===== config.mk =====
export PLATFORM = sky130hd
export DESIGN_NAME = nibble_serial_adder
export DESIGN_NICKNAME = d
export VERILOG_FILES = /design/src/rtl/nibble_serial_adder.sv
export SDC_FILE = /design/constraint.sdc
export NUM_CORES = 1
export LEC_CHECK = 0
export ABC_AREA = 1
export CORE_MARGIN = 2
export CORE_UTILIZATION = 44
export CTS_CLUSTER_SIZE = 12
export DETAILED_ROUTE_END_ITERATION = 8
export GPL_TIMING_DRIVEN = 1
export PLACE_DENSITY = 0.84
export SLEW_MARGIN = 20
export SYNTH_ARGS = -nofsm -noshare
export SYNTH_HDL_FRONTEND = slang
export SYNTH_SLANG_ARGS = --single-unit

===== constraint.sdc =====
create_clock -name clk -period 1.7 [get_ports clk]
set_input_delay 0.34 -clock clk [delete_from_list [all_inputs] [get_ports clk]]
set_output_delay 0.34 -clock clk [all_outputs]
set_load 0.01 [all_outputs]

===== src/rtl/nibble_serial_adder.sv =====
// 16-bit adder that reuses an external four-bit ripple adder over four cycles,
// one nibble per cycle, least significant nibble first.
module nibble_serial_adder (
  input  logic        clk,
  input  logic        rst_n,
  input  logic        start,
  input  logic [15:0] op_a,
  input  logic [15:0] op_b,
  input  logic        cin,
  output logic        A0,
  output logic        A1,
  output logic        A2,
  output logic        A3,
  output logic        B0,
  output logic        B1,
  output logic        B2,
  output logic        B3,
  output logic        Cin,
  input  logic        S0,
  input  logic        S1,
  input  logic        S2,
  input  logic        S3,
  input  logic        C3,
  output logic        busy,
  output logic        done,
  output logic [15:0] sum,
  output logic        cout
);

  typedef enum logic [1:0] {
    StIdle,
    StAdd,
    StDone
  } state_e;

  state_e      state;
  logic [1:0]  nib;
  logic        carry_reg;
  logic [15:0] op_a_lat;
  logic [15:0] op_b_lat;

  logic [3:0]  nib_base;
  logic [3:0]  a_nib;
  logic [3:0]  b_nib;
  logic        cin_nib;
  logic [3:0]  s_nib;

  assign nib_base = {nib, 2'b00};
  assign s_nib    = {S3, S2, S1, S0};

  // Adder inputs are only live while adding; otherwise they sit at zero.
  always_comb begin
    a_nib   = 4'h0;
    b_nib   = 4'h0;
    cin_nib = 1'b0;
    if (state == StAdd) begin
      a_nib   = op_a_lat[nib_base +: 4];
      b_nib   = op_b_lat[nib_base +: 4];
      cin_nib = carry_reg;
    end
  end

  assign {A3, A2, A1, A0} = a_nib;
  assign {B3, B2, B1, B0} = b_nib;
  assign Cin              = cin_nib;

  always_ff @(posedge clk or negedge rst_n) begin
    if (!rst_n) begin
      state     <= StIdle;
      nib       <= 2'd0;
      carry_reg <= 1'b0;
      op_a_lat  <= 16'h0000;
      op_b_lat  <= 16'h0000;
      sum       <= 16'h0000;
      cout      <= 1'b0;
      busy      <= 1'b0;
      done      <= 1'b0;
    end else begin
      done <= 1'b0;
      unique case (state)
        StIdle: begin
          if (start) begin
            op_a_lat  <= op_a;
            op_b_lat  <= op_b;
            carry_reg <= cin;
            nib       <= 2'd0;
            busy      <= 1'b1;
            state     <= StAdd;
          end
        end
        StAdd: begin
          sum[nib_base +: 4] <= s_nib;
          carry_reg          <= C3;
          nib                <= nib + 2'd1;
          if (nib == 2'd3) begin
            cout  <= C3;
            busy  <= 1'b0;
            done  <= 1'b1;
            state <= StDone;
          end
        end
        StDone: begin
          state <= StIdle;
        end
        default: begin
          busy  <= 1'b0;
          state <= StIdle;
        end
      endcase
    end
  end

endmodule

Yosys cells after proc, flatten, opt, wreduce, memory -nomap -nowiden
Index checks and enable logic that the tools add are counted.
{"block": "totals", "reg_bits": 56, "elab_cells": 44}
{"block": "op_classes", "addsub": 2, "n_eq_ne": 5, "n_shift": 4, "mux": 16, "bitwise_logic": 1, "reduce_logical": 7}
{"op": "indexed part select 16 x 5 -> 4 bit", "n": 2}
{"op": "bitwise mux 16 bit", "n": 1}
{"op": "variable shift 4 x 6 -> 16 bit (first input constant)", "n": 1}
{"op": "indexed part select 4 x 6 -> 16 bit", "n": 1}
{"op": "2-to-1 mux 4 bit", "n": 2}
{"op": "one-hot mux 2 bit (2 select lines)", "n": 2}
{"op": "AND reduction 2 bit", "n": 4}
{"op": "2-to-1 mux 1 bit", "n": 6}
{"op": "2-to-1 mux 2 bit", "n": 3}
{"op": "negation 4 -> 6 bit", "n": 1}
{"op": "== test 2 bit (second input constant)", "n": 2}
{"op": "one-hot mux 1 bit (3 select lines)", "n": 1}
{"op": "AND reduction 3 bit", "n": 1}
{"op": "adder 2 x 1 -> 2 bit (second input constant)", "n": 1}
{"op": "== test 2 x 1 -> 1 bit (second input constant)", "n": 1}
{"op": "zero test 2 bit", "n": 1}
{"op": "inequality test 2 x 1 -> 1 bit (second input constant)", "n": 1}
{"op": "inequality test 2 bit (second input constant)", "n": 1}
{"op": "one-hot mux 1 bit (2 select lines)", "n": 1}
{"op": "nonzero test 2 bit", "n": 1}
{"op": "inverter 1 bit", "n": 1}

Longest topological paths before layout
Gate-level depths: netlist of the first run.
{"block": "depth", "depth_word": 3, "ltp_mapped": 10, "mapped_depth_nobuf": 8}

Least setup slack after synthesis of the first run
Ideal clock, no wire load.
{"block": "synth_timing", "kind": "flip-flop to flip-flop", "startpoint": "register nib[0]", "endpoint": "register sum[15]", "setup_time_ns": 0.065, "t_arrival_ns": 1.680, "t_required_ns": 1.635, "path_slack_ns": -0.045, "path_stages_with_launch": 9, "cell_sequence": "dfrtp_1 -> buf_2 -> inv_1 -> buf_2 -> ha_1 -> or2_2 -> nor2_2 -> nand2_1 -> nand2_1"}
{"block": "synth_between", "elab_chain_cells": 3}
{"element": "from (decl)", "line_no": "37", "source": "logic [1:0] nib;"}
{"element": "from (signal assigned)", "line_no": "94", "source": "nib <= nib + 2'd1;"}
{"element": "negation 4 -> 6 bit (*)", "line_no": "92", "source": "sum[nib_base +: 4] <= s_nib;"}
{"element": "indexed part select 4 x 6 -> 16 bit or variable shift 4 x 6 -> 16 bit (tied branches)", "line_no": "92"}
{"element": "bitwise mux 16 bit (*)", "line_no": "92"}
{"element": "to (signal, indexed assignment)", "line_no": "92"}
{"element": "to (decl)", "line_no": "26", "source": "output logic [15:0] sum,"}
Mark *: on every way between the ends. The rest lies on a longest branch, timed or not.
A chain may end at the register's enable or synchronous reset.

Worst setup path in the final report of the first run
{"block": "layout_timing", "startpoint": "register nib[0]", "endpoint": "output port A1"}
{"block": "layout_between", "elab_chain_cells": 2}
{"element": "indexed part select 16 x 5 -> 4 bit", "line_no": "57", "source": "a_nib = op_a_lat[nib_base +: 4];"}
{"element": "2-to-1 mux 4 bit", "line_no": "56", "source": "if (state == StAdd) begin"}
{"element": "to (decl)", "line_no": "11", "source": "output logic A1,"}
Every way passes these cells.

==> flow_summary.json, run 1 <==
{
  "crit_required_ps": 1360,
  "endpoint": "A1",
  "r2r_start": "nib[0]",
  "final-setup-viol-count": 8,
  "worstSetupPathType": "flip-flop to primary output",
  "yosys.area_share.simple_pct": 25.3,
  "io_buffers": 68,
  "fin_hold_ws_ps": 13.9,
  "max_cap_viol_count": 0,
  "overflow": 0,
  "die_h_um": 81.5,
  "synth_top_family_by_area": "simple AND/OR/NAND/NOR gates",
  "ys_ff_latch": 56,
  "status": "complete, but fails checks",
  "max-slew-margin-rel_pct": 77.1,
  "synth_top_area_share_pct": 53.1,
  "cts_num_sinks": 56,
  "ios": 69,
  "dp_hpwl_um": 4250,
  "worst_ep_arrival_time_ps": 1440,
  "sw_frac_of_total_pct": 41.1,
  "largestRegisters": "op_a_lat (16), op_b_lat (16), sum (16)",
  "drc_errors": 0,
  "n_antenna_cell": 0,
  "final.setup_skew_ps": 9.23,
  "syn_area_mm2": 0.00264,
  "synthMuxAreaShare_pct": 0,
  "numCtsBuffers": 5,
  "yosysWarningCount": 0,
  "ys_top_cells_by_area": "dfrtp_1 53%, nand2_1 17%, inv_1 7.1%, o21ai_0 6.6%, nand3_1 4.2%",
  "grt_pass1_wl_um": 9670,
  "p_int_mw": 3.92,
  "nNetsFinal": 465,
  "drt-total-wl_um": 6210,
  "fp-row-count": 28,
  "post-synth-top-count-cell": "nand2_1",
  "dp_cells": 486,
  "max_slew.worst_pin.slew_ps": 340,
  "synth-compound-area-share_pct": 9.10,
  "async_reset_ff_share_pct": 100,
  "fin_crit_ps": 1780,
  "synthAdderAreaFrac_pct": 2.37,
  "rsz0062_at_grt": "true",
  "reg2reg_to": "sum[15]",
  "grt_max_degree": 57,
  "cts_tree": "yes",
  "grt_pass1_vias": 2176,
  "p_comb_share_pct": 55.5,
  "fp.dieW_um": 81.5,
  "routabilityCongestion": 0.817,
  "power.switching_mw": 2.74,
  "vias_per_cell": 4.89,
  "postSynthAreaPerCell_um2": 7.81,
  "power.leakage_nw": 1.84,
  "fin_util_pct": 63.6,
  "reg2reg_depth": 7,
  "first_iter_violations": 125,
  "cp-end-kind": "primary output",
  "synth_xor_area_share_pct": 0,
  "cts_buffer_depth": 2,
  "synth_common_cells": "123 x nand2_1, 56 x dfrtp_1, 50 x inv_1, 35 x o21ai_0, 22 x nand3_1",
  "ir_drop_v": 0.000779,
  "ys_seq_area_share_pct": 53.1,
  "grt_usage_pct": 19.1,
  "yosys_most_used_dff": "dfrtp_1",
  "finalMaxSlewViolations": 0,
  "stdcell_count": 494,
  "p_seq_share_pct": 32.9,
  "clock_power_share_pct": 11.6,
  "r2r_slack_ps": 70,
  "path_clk_slew_ps": 100,
  "yosysUniqueCellTypes": 19,
  "die_area_mm2": 0.00664,
  "clock_latency_ps": 310,
  "htree_levels": 2,
  "routedWlPerCell_um": 12.6,
  "worstSetupStartpoint": "nib[0]",
  "synth_top_area_cell": "dfrtp_1",
  "fin_ws_ps": -79.8,
  "path_max_fanout": 8,
  "fmax_mhz": 562,
  "cp-start-kind": "flip-flop",
  "clockRootBuffer": "clkbuf_8",
  "p_per_area_mw_per_mm2": 1790,
  "area_growth_pct": 40.9,
  "hold_buffers": 0,
  "synth_nets": 384,
  "antenna_found_initial": 0,
  "final_antenna_net_count": 0,
  "synth_edf_count": 0,
  "coreArea_mm2": 0.00585,
  "first_pass_iters": 4,
  "hold_viol": 0,
  "finalCritPeriodShare_pct": 105,
  "dr_total_vias": 2417,
  "hp-class": "input port to async pin",
  "violations": "negative setup slack",
  "dp_slack_ps": -116,
  "drive_gt1_share_pct": 17.7,
  "start_util_pct": 45.1,
  "syn-instance-count": 338
}
==> worst min-delay path by stage <==
stage / start / end / slack (ps) / depth (start not counted)
2_1_floorplan: rst_n / busy / 40 / 0
3_3_place_gp: rst_n / op_a_lat[2] / 360 / 2
3_5_place_dp: rst_n / op_a_lat[14] / 360 / 2
4_1_cts: rst_n / op_a_lat[4] / 20 / 2
5_1_grt: rst_n / op_a_lat[6] / 40 / 2
6_report: rst_n / op_a_lat[2] / 10 / 2
==> metrics by stage <==
| stage | total power [mW] | TNS [ps] | area (µm²) |
|---|---|---|---|
| after global placement | 5.51 | -576 | 3510 |
| after global routing | 7.23 | -1060 | 3720 |
| after floorplan | 4.10 | 0 | 2650 |
| after CTS | 6.35 | -248 | 3600 |
| final | 6.66 | -463 | 3720 |
| after detailed placement | 5.63 | -805 | 3510 |
==> layout make-up <==
type	instances	area (µm²)
tap	75	93.8
multi-input combinational	218	1100
clock buffer	7	96.3
timing repair buffer	87	832
sequential	56	1400
inverter	51	194
fill	477	2130
==> cell usage in the layout (no fill, tap or decap) <==
| cell type | synthesis | layout |
|---|---|---|
| nor2_1 | 13 | 11 |
| ha_4 | 0 | 1 |
| nand3_1 | 22 | 12 |
| clkdlybuf4s50_1 | 0 | 58 |
| or2_2 | 1 | 1 |
| clkbuf_16 | 0 | 1 |
| inv_4 | 0 | 1 |
| inv_2 | 0 | 1 |
| buf_2 | 7 | 10 |
| buf_6 | 1 | 1 |
| clkbuf_8 | 0 | 7 |
| ha_1 | 5 | 4 |
| nand3_2 | 0 | 10 |
| nor3_1 | 1 | 1 |
| o21ai_0 | 35 | 35 |
| dfrtp_1 | 56 | 56 |
| nor2_2 | 2 | 2 |
| a21oi_2 | 0 | 8 |
| nor2_4 | 1 | 3 |
| nand2_1 | 123 | 114 |
| o21ai_1 | 5 | 5 |
| buf_4 | 3 | 14 |
| nand2_2 | 2 | 11 |
| buf_12 | 0 | 3 |
| inv_1 | 50 | 49 |
==> critical path: stages, from the launching register on <==
cell       delay (ps)
dfrtp_1           430
inv_2              90
clkbuf_16         170
nand2_2            60
nand3_2            70
a21oi_2           150
buf_2             150
==> power groups by stage <==
stage / combinational, mW / sequential (mW) / clock (mW)
after CTS: 3.37 / 2.19 / 0.791
final: 3.70 / 2.19 / 0.772
after floorplan: 1.84 / 2.26 / 0
after global placement: 3.33 / 2.18 / 0
after global routing: 4.12 / 2.25 / 0.852
after detailed placement: 3.42 / 2.21 / 0
==> cell families after synthesis <==
kind of cell | after synthesis
and+or+nand+nor | 165
adders and majority gates | 5
AOI/OAI and AO/OA | 48
buffers and inverters | 64
DFF | 56
==> per-layer routing <==
metal | GRT usage (%) | up-vias | share of wire, %
met2 | 31.7 | 73 | 50
li1 | - | 1188 | -
met1 | 24.7 | 1148 | 43
met3 | 4.07 | 8 | 4.8
met5 | 0 | - | 0
met4 | 6.95 | 0 | 1.6
==> timing repair <==
action	CTS	global route
pin swaps	5	7
cloned	0	1
gates resized for setup	45	24
setup buffers	1	0
endpoints found under the hold margin	0	0
setup endpoints to repair	13	21
Power figures use the tool's default switching activity.
==> run 2, diff against run 1 <==
--- a/config.mk
+++ b/config.mk
@@ -10,6 +10,7 @@
 export CORE_UTILIZATION = 44
 export CTS_CLUSTER_SIZE = 12
 export DETAILED_ROUTE_END_ITERATION = 8
+export GPL_ROUTABILITY_DRIVEN = 0
 export GPL_TIMING_DRIVEN = 1
 export PLACE_DENSITY = 0.84
 export SLEW_MARGIN = 20
==> results of run 2 <==
No change in the layout: final DEF, timing and power equal those of run 1.
==> run 3, diff against run 2 <==
==> constraint.sdc (replaced) <==
create_clock -name clk -period 1.6 [get_ports clk]
set_input_delay 0.32 -clock clk [delete_from_list [all_inputs] [get_ports clk]]
set_output_delay 0.32 -clock clk [all_outputs]
set_load 0.01 [all_outputs]
==> flow_summary.json, run 3 (synthesis results as in run 1) <==
{
  "status": "complete, but fails checks",
  "violations": "negative hold slack, negative setup slack",
  "overflow": 0,
  "route.met3.wl_um": 292,
  "nNetsFinal": 461,
  "final-setup-viol-count": 12,
  "ios": 69,
  "top_layer": "met4",
  "grt_pass1_wl_um": 10300,
  "io_buffers": 68,
  "cts_buffer_depth": 2,
  "vias_per_cell": 4.88,
  "final.setup_skew_ps": 7.50,
  "crit_required_ps": 1280,
  "area_growth_pct": 43.7,
  "post_cts_buffers": 0,
  "hold_viol": 20,
  "max_slew.worst_pin.slew_ps": 285,
  "finalMaxSlewViolations": 0,
  "die_h_um": 81.5,
  "wl_met1_um": 2780,
  "wl_met2_um": 3140,
  "fp.dieW_um": 81.5,
  "critical_path_buf_inv_count": 2,
  "r2r_slack_ps": -40,
  "cts_tree": "yes",
  "rsz0062_at_grt": "true",
  "max-slew-margin-rel_pct": 80.9,
  "reg2reg_to": "sum[13]",
  "dp_slack_ps": -179,
  "path_max_fanout": 8,
  "fin_ws_ps": -174,
  "fmax_mhz": 564,
  "dr_total_vias": 2386,
  "antenna_found_initial": 0,
  "path_delay_family": "flip-flops",
  "first_pass_iters": 4,
  "cp-start-kind": "flip-flop",
  "drive_gt1_share_pct": 20.8,
  "cp-end-kind": "primary output",
  "fin_crit_ps": 1770,
  "p_per_area_mw_per_mm2": 1950,
  "grt_max_degree": 66,
  "drc_errors": 0,
  "worst_ep_arrival_time_ps": 1450,
  "reg2reg_depth": 7,
  "tns_ps": -1250,
  "hold_buffers": 0,
  "max_cap_viol_count": 0,
  "final_antenna_net_count": 0,
  "cp_slowest_cell": "dfrtp_2",
  "grt_usage_pct": 20.2,
  "routedWlPerCell_um": 13.1,
  "start_util_pct": 45.1,
  "first_iter_violations": 157,
  "cts_num_sinks": 56,
  "max_stage_delay_ps": 490,
  "n_antenna_cell": 0,
  "worstSetupPathType": "flip-flop to primary output",
  "clock_latency_ps": 310,
  "r2r_start": "nib[0]",
  "drt-total-wl_um": 6390,
  "hp-class": "input port to async pin",
  "ir_drop_v": 0.00107,
  "dp_hpwl_um": 4330,
  "fp-row-count": 28,
  "die_area_mm2": 0.00664,
  "grt_pass1_vias": 2339,
  "path_clk_slew_ps": 100,
  "final_common_cell": "nand2_1",
  "power.leakage_nw": 1.87,
  "coreArea_mm2": 0.00585,
  "htree_levels": 2,
  "fin_hold_ws_ps": -19.3,
  "largestRegisters": "op_a_lat (16), op_b_lat (16), sum (16)",
  "crit_chain": "clkbuf_16 > nand2_2 > nand3_2 > a21oi_2 > buf_2",
  "finalCritPeriodShare_pct": 111,
  "clockRootBuffer": "clkbuf_8",
  "mostFrequentLayoutCells": "109 x nand2_1, 58 x clkdlybuf4s50_1, 55 x dfrtp_1, 47 x inv_1, 35 x o21ai_0",
  "numCtsBuffers": 5
}
[run 3: cell types whose count changed in the layout (fill, tap and decap cells not counted), sizes merged]
cell | before | now
buf | 28 | 24
bufinv | 0 | 1
clkbuf | 8 | 6
[run 3: what timing repair did]
item                                    in CTS  in global routing
resized for setup                           44                 49
pin swaps                                    0                 25
endpoints found under the setup margin      17                 25
gates cloned                                 0                  1
[run 3: metal layers]
metal	track usage, %	vias up
li1	-	1190
met1	25.7	1111
met2	33.4	68
met3	4.18	17
met4	8.98	0
met5	0	-
[run 3: final cells by class]
type,count,area [µm²]
clock inverters,1,30.0
multi-input cells,218,1180
well taps,75,93.8
fillers,462,2060
inverters,51,201
clock buffers,5,68.8
repair buffers,83,818
flip-flops and latches,56,1400
[run 3: metrics by stage]
step | hold WS (ps) | std cells | instance area (µm²) | utilization [%] | power, mW
6_report | -19.3 | 489 | 3790 | 64.8 | 7.39
5_1_grt | 1.89 | 489 | 3790 | 64.8 | 7.99
4_1_cts | 1.35 | 488 | 3600 | 61.5 | 6.84
3_5_place_dp | 340 | 482 | 3510 | 60.1 | 6.02
3_3_place_gp | 339 | 482 | 3510 | 60.1 | 5.90
2_1_floorplan | 24.4 | 338 | 2670 | - | 4.43
[run 3: power by group]
group,internal (mW),switching (mW)
combinational,1.79,2.36
clock,0.450,0.438
sequential,2.07,0.288
[run 3: how the worst max path moves through the flow]
stage                       from  cells after the start  slack [ps]      end
after floorplan           nib[0]                      8          60  sum[15]
after global placement    nib[0]                      5        -160       A3
after detailed placement  nib[0]                      5        -180       B3
after CTS                 nib[0]                      7        -110  sum[13]
after global routing      nib[0]                      5        -200       A2
final                     nib[0]                      5        -170       B1
